<file path="src/rtl/nibble_serial_alu_ctrl.sv">
// nibble_serial_alu_ctrl: runs a W-bit add/sub/AND/OR through one 4-bit slice, LSB nibble first
module nibble_serial_alu_ctrl #(
  parameter int NIBBLES = 4,
  localparam int W = 4 * NIBBLES,
  localparam int IW = NIBBLES > 1 ? $clog2(NIBBLES) : 1
) (
  input  logic         clk,
  input  logic         rst,
  input  logic         start,
  input  logic [1:0]   op,
  input  logic [W-1:0] a,
  input  logic [W-1:0] b,
  output logic         busy,
  output logic         done,
  output logic [W-1:0] result,
  output logic         co,
  output logic         ovf,
  output logic         zero
);
  typedef enum logic [1:0] {IDLE, RUN, DONE} state_t;
  localparam logic [IW-1:0] LAST = IW'(NIBBLES - 1);
  state_t state, nstate;
  logic [W-1:0] a_q, b_q, work, word;
  logic [1:0] op_q;
  logic [IW-1:0] idx;
  logic carry, c_out, sub, arith, accept, last;
  logic [3:0] an, bn, bx, s_arith, s;
  assign sub = op_q == 2'b01;
  assign arith = ~op_q[1];
  assign accept = start && state != RUN;
  assign last = idx == LAST;
  assign busy = state == RUN;
  assign done = state == DONE;
  always_comb begin
    an = a_q[idx*4 +: 4];
    bn = b_q[idx*4 +: 4];
    bx = bn ^ {4{sub}};
    {c_out, s_arith} = {1'b0, an} + {1'b0, bx} + {4'b0, carry};
    s = arith ? s_arith : op_q[0] ? an | bn : an & bn;
    word = work;
    word[idx*4 +: 4] = s;
  end
  always_comb begin
    nstate = state;
    if (state == RUN) nstate = last ? DONE : RUN;
    else if (accept) nstate = RUN;
    else if (state == DONE) nstate = IDLE;
  end
  always_ff @(posedge clk or posedge rst) begin
    if (rst) begin
      state <= IDLE;
      a_q <= '0;
      b_q <= '0;
      op_q <= '0;
      idx <= '0;
      carry <= 1'b0;
      work <= '0;
      result <= '0;
      co <= 1'b0;
      ovf <= 1'b0;
      zero <= 1'b0;
    end else begin
      state <= nstate;
      if (accept) begin
        a_q <= a;
        b_q <= b;
        op_q <= op;
        idx <= '0;
        carry <= op == 2'b01;
      end else if (state == RUN) begin
        work <= word;
        idx <= idx + 1'b1;
        if (arith) carry <= c_out;
        // flags come from the MSB nibble, which is the one processed on the last edge
        if (last) begin
          result <= word;
          co <= arith & (c_out ^ sub);
          ovf <= arith & (an[3] == bx[3]) & (s[3] != an[3]);
          zero <= word == '0;
        end
      end
    end
  end
endmodule

</file>
<file path="config.mk">
export PLATFORM = sky130hd
export DESIGN_NAME = nibble_serial_alu_ctrl
export DESIGN_NICKNAME = d
export VERILOG_FILES = /design/src/rtl/nibble_serial_alu_ctrl.sv
export SDC_FILE = /design/constraint.sdc
export NUM_CORES = 1
export LEC_CHECK = 0
export CORE_ASPECT_RATIO = 1.75
export CORE_MARGIN = 4
export CORE_UTILIZATION = 40
export DETAILED_ROUTE_END_ITERATION = 6
export HOLD_SLACK_MARGIN = 0.1
export SYNTH_ARGS = -nofsm -noshare
export SYNTH_HDL_FRONTEND = slang
export SYNTH_SLANG_ARGS = --single-unit
export TNS_END_PERCENT = 1
</file>
<file path="constraint.sdc">
create_clock -name clk -period 4.8 [get_ports clk]
set_clock_uncertainty 0.15 [all_clocks]
set_input_delay 0.48 -clock clk [delete_from_list [all_inputs] [get_ports clk]]
set_output_delay 0.48 -clock clk [all_outputs]
set_load 0.01 [all_outputs]
</file>
==> qor.csv <==
stage,metric,value,unit
outcome,status,completed,
power,internal power,2.292,mW
clock_tree,PostCTS Resize Cnt,0,
detailed_routing,Met1 Routed Length,3.208,mm
clock_tree,clk_lat worst skew,330,ps
detailed_routing,WL met3,322,um
grt,grt ovf,0,
power,P_sw,1.590,mW
detailed_routing,Routed WL per cell,16.85,um
clock_tree,"Reg clk slew, reported paths",50,ps
power,worst-case vdd ir drop,0.0004265,V
sta,fin. max-slew vios,0,
detailed_routing,DR top layer,met4,
power,Static Leak,1.959,nW
run,max_cap viols,0,
logic_synthesis,Synth cell types,47,
power,P per Cell Area,837.1,nW/um2
cells_and_area,fraction of layout cells with a size suffix above 1,16.75,%
detailed_routing,Detailed Routing Iterations Pass 1,4,
grt,initial antenna violation count,0,
power,clock share of power,15.2,%
clock_tree,Root Buffer,clkbuf_16,
logic_synthesis,post-synth top area cell,dfrtp_1,
floorplanning,Starting Density,40.82,%
worst_setup_path,"Req. time, crit path",4920,ps
sta,min Tclk post-route,3785,ps
worst_setup_path,crit path kind,reg2reg,
sta,worst slew pin tran,964.1,ps
logic_synthesis,Syn Inst Count,323,
grt,GRT Overall Usage,16.70,%
logic_synthesis,top post-synthesis cells by area,"dfrtp_1, mux2_2, mux4_2",
cells_and_area,area of the multi-input gates,1717,um2
power,Reg power frac,29.4,%
worst_setup_path,CP Capture Type,register,
sta,final hold vios,0,
sta,final setup fails,0,
worst_hold_path,Hold Crit Class,reg2reg,
logic_synthesis,Syn Nets,374,
grt,vias in the first global route,2732,
detailed_routing,Final ANT Viol Nets,0,
clock_tree,Longest Clk Path Bufs,2,
worst_setup_path,"Max FO, Critical Path",20,
logic_synthesis,area share of the largest cell type after synthesis,50.20,%
placement,Detailed Place HPWL,6.469,mm
sta,worst rel slew slack,35.59,%
sta,Setup TNS Final,0,ps
detailed_routing,wire length on met2,4.715,mm
detailed_routing,Iter 0 DRT Violations,162,
floorplanning,I/O pins,58,
grt,pin count of the biggest net entering global routing,42,
floorplanning,Chip Height,135.0,um
detailed_routing,Total Wirelength,8.457,mm
detailed_routing,vias,2663,
worst_setup_path,Critical Path Source Type,register,
worst_setup_path,crit path DAT,3910,ps
clock_tree,CTS tree,done,
power,Comb power frac,55.5,%
floorplanning,Die Area,10880,um2
cells_and_area,Syn-to-layout area delta,25.71,%
floorplanning,Die Wd,80.59,um
detailed_routing,drc violations,0,
logic_synthesis,Synth Register Bits,74,
sta,Min Hold Slack,324.5,ps
logic_synthesis,Ys Warns,0,
sta,Tcrit/Tclk final,78.86,%
floorplanning,Core ar.,9036,um2
sta,Peak Freq,264.2,MHz
grt,first-pass GRT wire length,13.75,mm
logic_synthesis,sequential element share of the synthesized area,50.20,%
cells_and_area,Filler Cell Count,851,
cells_and_area,nets,430,
clock_tree,"Hold-fix buffers, CTS",0,
cells_and_area,final core utilization,51.32,%
floorplanning,Row Count,46,
clock_tree,CTS buffer count,9,
sta,RSZ-0062 raised after global routing,no,
power,Sw Share,40.95,%
clock_tree,Clock Sinks,74,
clock_tree,Post-CTS Setup Inserts,0,
clock_tree,H-tree lvl count,3,
placement,Final Wtd Congestion,0.8724,
logic_synthesis,synthesized area,3689,um2
placement,count of input and output buffers,57,
cells_and_area,register area,1852,um2
logic_synthesis,Syn Area/Cell,11.42,um2
detailed_routing,vias per cell,5.305,
cells_and_area,diode count,0,
## per-stage QoR
| step | instance area, um2 | worst slack, ps | total power, mW | instances |
|---|---|---|---|---|
| floorplan | 3689 | 1652 | 2.675 | 323 |
| global placement | 4383 | 1123 | 3.253 | 488 |
| detailed placement | 4383 | 986.3 | 3.304 | 488 |
| CTS | 4637 | 971.8 | 3.909 | 502 |
| global route | 4637 | 763.4 | 4.160 | 502 |
| finish | 4637 | 1015 | 3.882 | 502 |
## synthesized netlist by cell type (all sizes together)
master and instances:
ha 12, o21ai 23, a32o 3, nor4 2
dfrtp 74, nor2b 1, o22ai 4, o31ai 2
a21oi 14, a22o 1, nand3 1, inv 13
a221o 1, xor2 2, nor3 1, nor2 23
clkbuf 16, nand2 37, a31oi 2, maj3 3
nand4bb 2, nor4bb 2, a21o 2, nand2b 1
and3 3, or4bb 1, o2bb2ai 1, mux2 35
o41ai 1, and4b 1, a221oi 5, xnor2 6
and2 1, o221a 1, fa 2, and4 1
mux4 8, buf 2, a22oi 9, a222oi 1
mux2i 1, nand4b 1, a2bb2oi 1
## flip-flops by register name (all words and copies together) (netlist names)
register and cells:
op_q 2, state 2, zero 1, a_q 16
ovf 1, work 16, b_q 16, result 16
idx 2, carry 1, co 1
## area by class of cell
type                            count  area share, %
Tap cell                          120          3.238
Timing Repair Buffer               63          13.28
Inverter                           13          1.052
Sequential cell                    74          39.94
Clock buffer                       14          5.478
Multi-Input combinational cell    218          37.02
## cell families (layout without fill, tap and decap cells)
logic type,after synthesis,after routing,share of synthesized area [%]
buf+inv,31,90,3.460
simple gates,78,78,9.939
xor+xnor,8,8,1.900
mux,44,44,15.94
fa+ha+maj,17,17,6.038
compound gates,71,71,12.52
flops,74,74,50.20
## per-layer routing
metal / vias up / global-route usage [%]
met2: 75 / 29.52
met3: 14 / 3.405
met4: 0 / 8.083
met5: - / 0
met1: 1297 / 18.71
li1: 1277 / -
## critical path, stage by stage, from the launching register on
cell and delay (ps):
dfrtp_1 850, mux4_2 630, xor2_1 190, fa_1 400, inv_1 80, fa_1 430
nand2b_1 110, o2bb2ai_1 70, a31oi_1 230, and3_1 200, and4_1 200, a32o_2 170
## layout by cell type, fill, tap and decap left out, types with 6 or more instances in the layout
master,count
buf_4,6
clkdlybuf4s50_1,57
nand2_1,37
a22oi_1,9
mux2_2,35
inv_1,12
dfrtp_1,74
a21oi_1,14
nor2_1,23
xnor2_1,6
o21ai_0,23
clkbuf_16,9
ha_1,12
mux4_2,7
## final timing paths
| path | slack, ps | from | to | depth (start not counted) |
|---|---|---|---|---|
| worst min-delay path | 320 | result[12]$_DFFE_PP0P_ | result[12]$_DFFE_PP0P_ | 2 |
| worst max-delay path | 1010 | idx[0]$_DFFE_PP0P_ | zero$_DFFE_PP0P_ | 11 |
| max in group asynchronous | 3080 | rst | a_q[15]$_DFFE_PP0P_ | 3 |
| min in group asynchronous | 430 | rst | state[1]$_DFFE_PP0P_ | 2 |
| worst max register to register | 1010 | idx[0]$_DFFE_PP0P_ | zero$_DFFE_PP0P_ | 11 |
| worst min register to register | 320 | result[12]$_DFFE_PP0P_ | result[12]$_DFFE_PP0P_ | 2 |
## power by group through the flow
stage | Combinational (mW) | Clock, mW | Sequential (mW)
floorplan | 1.60 | 0 | 1.08
global placement | 2.11 | 0 | 1.15
detailed placement | 2.15 | 0 | 1.16
CTS | 2.16 | 0.602 | 1.15
global route | 2.35 | 0.626 | 1.18
finish | 2.15 | 0.589 | 1.14
No activity file was read; power rests on OpenSTA's default activity.
